--- src/rtl/mem_stage.sv ---
// Memory stage: EX/MEM register, branch resolve, dmem handshake, MEM/WB register.
// Stalls upstream while a data access is outstanding; sticky error on misalign/timeout.
module mem_stage #(
    parameter int TIMEOUT = 16
) (
    input  logic        clk,
    input  logic        rst,
    input  logic        ex_valid,
    input  logic        flush_in,
    input  logic [31:0] ex_alu_result,
    input  logic [31:0] ex_branch_target,
    input  logic        ex_zero,
    input  logic [31:0] ex_store_data,
    input  logic [4:0]  ex_rd_addr,
    input  logic        ex_mem_to_reg,
    input  logic        ex_reg_write,
    input  logic        ex_mem_read,
    input  logic        ex_mem_write,
    input  logic        ex_branch,
    output logic        stall_out,
    output logic        pc_src_out,
    output logic [31:0] branch_target_out,
    output logic [31:0] ex_mem_result,
    output logic [4:0]  ex_mem_rd_addr,
    output logic        ex_mem_reg_write,
    output logic        dmem_req,
    output logic        dmem_we,
    output logic [31:0] dmem_addr,
    output logic [31:0] dmem_wdata,
    input  logic [31:0] dmem_rdata,
    input  logic        dmem_ack,
    output logic        wb_valid,
    output logic        wb_reg_write,
    output logic        wb_mem_to_reg,
    output logic [4:0]  wb_rd_addr,
    output logic [31:0] wb_alu_result,
    output logic [31:0] wb_read_data,
    output logic        err_out
);

    typedef enum logic [1:0] {
        S_IDLE,
        S_WAIT,
        S_ERR
    } state_t;

    localparam int CW = $clog2(TIMEOUT + 1);

    state_t        state;
    logic [CW-1:0] count;

    logic        exm_valid;
    logic [31:0] exm_alu_result;
    logic [31:0] exm_branch_target;
    logic        exm_zero;
    logic [31:0] exm_store_data;
    logic [4:0]  exm_rd_addr;
    logic        exm_mem_to_reg;
    logic        exm_reg_write;
    logic        exm_mem_read;
    logic        exm_mem_write;
    logic        exm_branch;

    logic mem_access;
    logic aligned;
    logic misaligned;
    logic mem_op;
    logic in_err;

    assign mem_access = exm_valid & (exm_mem_read | exm_mem_write);
    assign aligned    = (exm_alu_result[1:0] == 2'b00);
    assign misaligned = mem_access & ~aligned;
    assign mem_op     = mem_access & aligned & ~err_out;
    assign in_err     = (state == S_ERR);

    assign dmem_req   = mem_op & ~in_err;
    assign stall_out  = mem_op & ~dmem_ack & ~in_err;
    assign dmem_we    = exm_mem_write;
    assign dmem_addr  = exm_alu_result;
    assign dmem_wdata = exm_store_data;

    assign pc_src_out        = exm_valid & exm_branch & exm_zero;
    assign branch_target_out = exm_branch_target;
    assign ex_mem_result     = exm_alu_result;
    assign ex_mem_rd_addr    = exm_rd_addr;
    assign ex_mem_reg_write  = exm_valid & exm_reg_write;

    // EX/MEM register: capture when not stalled, hold otherwise
    always_ff @(posedge clk) begin
        if (rst) begin
            exm_valid         <= 1'b0;
            exm_alu_result    <= '0;
            exm_branch_target <= '0;
            exm_zero          <= 1'b0;
            exm_store_data    <= '0;
            exm_rd_addr       <= '0;
            exm_mem_to_reg    <= 1'b0;
            exm_reg_write     <= 1'b0;
            exm_mem_read      <= 1'b0;
            exm_mem_write     <= 1'b0;
            exm_branch        <= 1'b0;
        end else if (!stall_out) begin
            exm_valid         <= ex_valid & ~flush_in;
            exm_alu_result    <= ex_alu_result;
            exm_branch_target <= ex_branch_target;
            exm_zero          <= ex_zero;
            exm_store_data    <= ex_store_data;
            exm_rd_addr       <= ex_rd_addr;
            exm_mem_to_reg    <= ex_mem_to_reg;
            exm_reg_write     <= ex_reg_write;
            exm_mem_read      <= ex_mem_read;
            exm_mem_write     <= ex_mem_write;
            exm_branch        <= ex_branch;
        end
    end

    // Access FSM: count request cycles, give up after TIMEOUT, sticky error
    always_ff @(posedge clk) begin
        if (rst) begin
            state   <= S_IDLE;
            count   <= '0;
            err_out <= 1'b0;
        end else begin
            unique case (state)
                S_IDLE: begin
                    if (mem_op && !dmem_ack) begin
                        state <= S_WAIT;
                        count <= CW'(1);
                    end
                end
                S_WAIT: begin
                    if (dmem_ack) begin
                        state <= S_IDLE;
                        count <= '0;
                    end else if (count == CW'(TIMEOUT - 1)) begin
                        state   <= S_ERR;
                        count   <= '0;
                        err_out <= 1'b1;
                    end else begin
                        count <= count + CW'(1);
                    end
                end
                S_ERR: begin
                    state <= S_IDLE;
                end
                default: begin
                    state <= S_IDLE;
                    count <= '0;
                end
            endcase
            if (misaligned) begin
                err_out <= 1'b1;
            end
        end
    end

    // MEM/WB register: bubbles on stall, misalign or abandoned access
    always_ff @(posedge clk) begin
        if (rst) begin
            wb_valid      <= 1'b0;
            wb_reg_write  <= 1'b0;
            wb_mem_to_reg <= 1'b0;
            wb_rd_addr    <= '0;
            wb_alu_result <= '0;
            wb_read_data  <= '0;
        end else begin
            wb_valid      <= exm_valid & ~stall_out & ~misaligned & ~in_err;
            wb_reg_write  <= exm_reg_write;
            wb_mem_to_reg <= exm_mem_to_reg;
            wb_rd_addr    <= exm_rd_addr;
            wb_alu_result <= exm_alu_result;
            if (exm_mem_read && dmem_req && dmem_ack) begin
                wb_read_data <= dmem_rdata;
            end else begin
                wb_read_data <= '0;
            end
        end
    end

endmodule

--- config.mk ---
export PLATFORM = sky130hd
export DESIGN_NAME = mem_stage
export DESIGN_NICKNAME = d
export VERILOG_FILES = /design/src/rtl/mem_stage.sv
export SDC_FILE = /design/constraint.sdc
export NUM_CORES = 1
export LEC_CHECK = 0
export ABC_AREA = 0
export BUFFER_PORTS_ARGS = -buffer_cell sky130_fd_sc_hd__clkbuf_2
export CORE_MARGIN = 3
export CORE_UTILIZATION = 40
export DETAILED_ROUTE_END_ITERATION = 8
export GPL_ROUTABILITY_DRIVEN = 0
export PLACE_DENSITY = 0.71
export RECOVER_POWER = 25
export SETUP_SLACK_MARGIN = 0.2
export SLEW_MARGIN = 20
export SYNTH_ARGS = -nofsm -noshare
export SYNTH_HDL_FRONTEND = slang
export SYNTH_SLANG_ARGS = --single-unit
--- constraint.sdc ---
create_clock -name clk -period 6.13 [get_ports clk]
set_input_delay 0.9195 -clock clk [delete_from_list [all_inputs] [get_ports clk]]
set_output_delay 0.9195 -clock clk [all_outputs]
set_load 0.05 [all_outputs]
; Word-level counts from Yosys, hierarchy flattened
; Cells that the tools add are included.
[op_classes]
add_sub_neg = 1
n_eq_ne = 6
n_mux = 12
n_bitwise = 23
reduce_logical = 12
[op_table]
columns = operator, n
row1 = $mux W5, 3
row2 = $pmux W5 S3, 1
row3 = $and A1 B1 Y1, 14
row4 = $not A1 Y1, 8
row5 = $mux W2, 3
row6 = $add A5 B1 Y5 const B, 1
row7 = $eq A5 B4 Y1 const B, 1
row8 = $logic_not A2 Y1, 2
row9 = $mux W1, 4
row10 = $pmux W2 S2, 1
row11 = $reduce_and A2 Y1, 2
row12 = $reduce_bool A2 Y1, 2
row13 = $logic_and A1 B1 Y1, 3
row14 = $ne A3 B3 Y1 const B, 1
row15 = $reduce_and A3 Y1, 1
row16 = $eq A2 B1 Y1 const B, 1
row17 = $eq A2 B2 Y1 const B, 1
row18 = $ne A2 B1 Y1 const B, 1
row19 = $ne A2 B2 Y1 const B, 1
row20 = $reduce_or A2 Y1, 1
row21 = $logic_not A1 Y1, 1
row22 = $or A1 B1 Y1, 1
[totals]
regBits = 188
input_bits = 144
out_inout_bits = 211

; Logic depth before layout (Yosys ltp)
[logic_depth]
ltp_word = 10
ltp_mapped = 6

; Least setup slack after synthesis
; Ideal clock, no wire load.
[synth_timing]
kind = reg-to-output
startpoint = reg err_out
endpoint = out dmem_req
arrival_ns = 2.173
required_ns = 5.210
path_slack_ns = 3.038
stages_incl_launch_ff = 3
n_path_buf = 0
cell_sequence = dfxtp_1 or4b_4 nor3_1
[synth_between]
elab_chain_cells = 3
[synth_rtl]
columns = item, line_no
row1 = start: declaration, 38  ; output logic err_out
row2 = start signal: assignment, 122  ; err_out <= 1'b0;
row3 = start signal: assignment, 138  ; err_out <= 1'b1;
row4 = start signal: assignment, 152  ; err_out <= 1'b1;
row5 = $not A1 Y1, 73  ; assign mem_op = mem_access & aligned & ~err_out;
row6 = $and A1 B1 Y1, 73
row7 = $and A1 B1 Y1, 76  ; assign dmem_req = mem_op & ~in_err;
row8 = end: declaration, 26  ; output logic dmem_req,
; No other way between the ends.

; Final worst setup path
[layout_timing]
startpoint = reg err_out
endpoint = out stall_out
[layout_between]
elab_chain_cells = 4
[layout_rtl]
columns = item, line_no
row1 = $not A1 Y1, 73
row2 = $and A1 B1 Y1, 73
row3 = $and A1 B1 Y1 (2 in series), 77  ; assign stall_out = mem_op & ~dmem_ack & ~in_err;
row4 = end: declaration, 20  ; output logic stall_out,
; No other way between the ends.

==> flow_metrics.env <==
export IMPL_status="complete, but fails checks"
export IMPL_violations="max-capacitance violations, max-slew violations"
export IMPL_rr_startpoint="err_out"
export IMPL_fillCellCount=1618
export IMPL_core_mm2=0.0175
export IMPL_min_period_ns=4.10
export IMPL_end_kind="output pin"
export IMPL_postSynth_asyncResetShare_pct=0
export IMPL_drtPass1Iterations=4
export IMPL_setup_tns_ns=0
export IMPL_numCtsBuffers=17
export IMPL_wl_per_cell_um=14.2
export IMPL_worstSkewPairLatency_ns=0.43
export IMPL_ys_warn_count=0
export IMPL_post_cts_resized=0
export IMPL_relSlewSlack_pct=-58.8
export IMPL_via_per_inst=4.44
export IMPL_drtIter0Drc=216
export IMPL_first_global_vias=5188
export IMPL_gr_total_overflow=0
export IMPL_drive_above_1_share_pct=35.0
export IMPL_ys_seq_area_share_pct=52.1
export IMPL_cts_root_buf="clkbuf_16"
export IMPL_ys_flop_type="dfxtp_1"
export IMPL_multiInputGateArea_mm2=0.00300
export IMPL_die_x_um=140
export IMPL_critPathRequiredTime_ns=5.21
export IMPL_clk_pin_slew_ns=0.07
export IMPL_grt_usage_pct=16.6
export IMPL_r2r_end="branch_target_out[12]"
export IMPL_synth_top_area_cell="dfxtp_1"
export IMPL_whs_path_depth=2
export IMPL_r2r_cells=5
export IMPL_max_freq_ghz=0.244
export IMPL_synth_common_cells="188 x dfxtp_1, 142 x nand2b_1, 78 x nor2b_1, 68 x mux2i_1, 39 x buf_4"
export IMPL_post_synth_top_count_cell="dfxtp_1"
export IMPL_utilization_pct=53.6
export IMPL_skew_ns=0.00906
export IMPL_drv_slew=79
export IMPL_syn_area_per_cell_um2=10.9
export IMPL_synth_cell_type_count=39
export IMPL_crit_end="stall_out"
export IMPL_post_route_drc_count=0
export IMPL_diodes=0
export IMPL_cts_tree="yes"
export IMPL_regArea_mm2=0.00376
export IMPL_syn_to_final_growth_pct=29.7
export IMPL_initial_core_util_pct=41.3
export IMPL_synth_edf_count=0
export IMPL_final_net_count=1111
export IMPL_row_count=48
export IMPL_dp_hpwl_mm=12.6
export IMPL_p_leak_nw=4.11
export IMPL_cp_start_kind="register"
export IMPL_critical_path_startpoint="err_out"
export IMPL_period_share_pct=66.9
export IMPL_ant_nets=0
export IMPL_hold_path_class="register to register"
export IMPL_die_height_um=140
export IMPL_antenna_found_initial=0
export IMPL_grt_max_degree=85
export IMPL_maxCapViolCount=1
export IMPL_crit_type="register to output pin"
export IMPL_cp_data_arrival_time_ns=3.18
export IMPL_setup_viol=0
export IMPL_ff2ff_setup_slack_ns=2.80
export IMPL_tightest_slew_ns=2.38
export IMPL_cts_setup_buffers=0
export IMPL_cts_sinks=188
export IMPL_dieArea_mm2=0.0197
export IMPL_rsz0062_at_grt="false"
export IMPL_clk_path_buf_depth=2
export IMPL_synth_top_area_share_pct=52.1
export IMPL_grt_pass1_wl_mm=26.3
export IMPL_syn_nets=806
export IMPL_hold_viol_final=0
export IMPL_p_per_area_mw_per_mm2=306
export IMPL_numPortBuffers=354
export IMPL_critPathMaxFanout=40
export IMPL_ctsHoldBuffers=0
export IMPL_peakVddDrop_uv=182
export IMPL_totalWireLength_mm=17.1
export IMPL_netlist_instances=661
export IMPL_synth_seq_cells=188
export IMPL_htree_levels=4
export IMPL_power_mw=2.86
export IMPL_netlist_area_mm2=0.00722
export IMPL_synth_area_leaders="dfxtp_1 52%, nand2b_1 12%, mux2i_1 9.4%"
export IMPL_io_pins=355
export IMPL_routed_via_count=5345
cell usage in the layout (no fill, tap or decap), types with 2 or more instances in the layout:
master     instances
clkbuf_2         263
dfxtp_1          188
nand2b_1         142
clkbuf_1          91
nor2b_1           78
mux2i_1           68
and2_1            33
mux2_2            27
clkbuf_16         17
mux2_4            10
a21oi_1            5
clkinv_4           5
nor2_1             4
buf_4              4
nor3b_1            3
inv_8              3
nand4b_1           2
nor4_1             2
inv_1              2
nand3_1            2
or4b_2             2
nand2_1            2
inv_6              2
bufinv_16          2
worst max-delay path: stages, from the launching register on:
cell	delay [ns]
dfxtp_1	0.35
or4b_4	0.59
or4_4	0.75
clkinv_2	0.66
clkbuf_2	0.40
logic make-up after synthesis:
logic type      after synthesis  share of synthesized area [%]
flops                       188                           52.1
buf+inv                      75                           6.39
fa+ha+maj                     1                          0.173
simple gates                279                           24.4
mux                         105                           15.7
compound gates               13                           1.20
cell type report:
type                    instances  share of cell area, %
clock inverters                14                   1.91
inverters                       3                  0.134
flip-flops and latches        188                   40.2
repair buffers                358                   18.0
multi-input cells             398                   32.1
clock buffers                  18                   4.69
well taps                     225                   3.01
metrics by stage:
step	cells	hold slack [ns]	instance area [um^2]	setup WS (ns)
2_1_floorplan	661	0.421	7220	3.04
3_3_place_gp	1172	0.433	8860	2.20
3_5_place_dp	1172	0.439	8860	2.21
4_1_cts	1204	0.448	9480	1.99
5_1_grt	1204	0.484	9370	1.90
6_report	1204	0.447	9370	2.03
report_power, final:
part           internal, mW  switching (mW)
sequential             1.27          0.0279
combinational         0.127           0.303
clock                 0.630           0.504
worst min path at each step:
stage                     startpoint        to
after CTS                   count[4]  count[4]
after detailed placement    count[4]  count[4]
after global placement      count[4]  count[4]
after global routing        count[4]  count[4]
after floorplan             count[4]  count[4]
final                       count[4]  count[4]
per-layer routing:
metal,track usage [%],vias up,part of all wire [%]
met2,27.7,217,49
met3,6.93,26,8.7
met5,0,-,0
li1,-,2712,-
met1,19.0,2390,40
met4,6.37,0,2.2
Power figures use the tool's default switching activity.
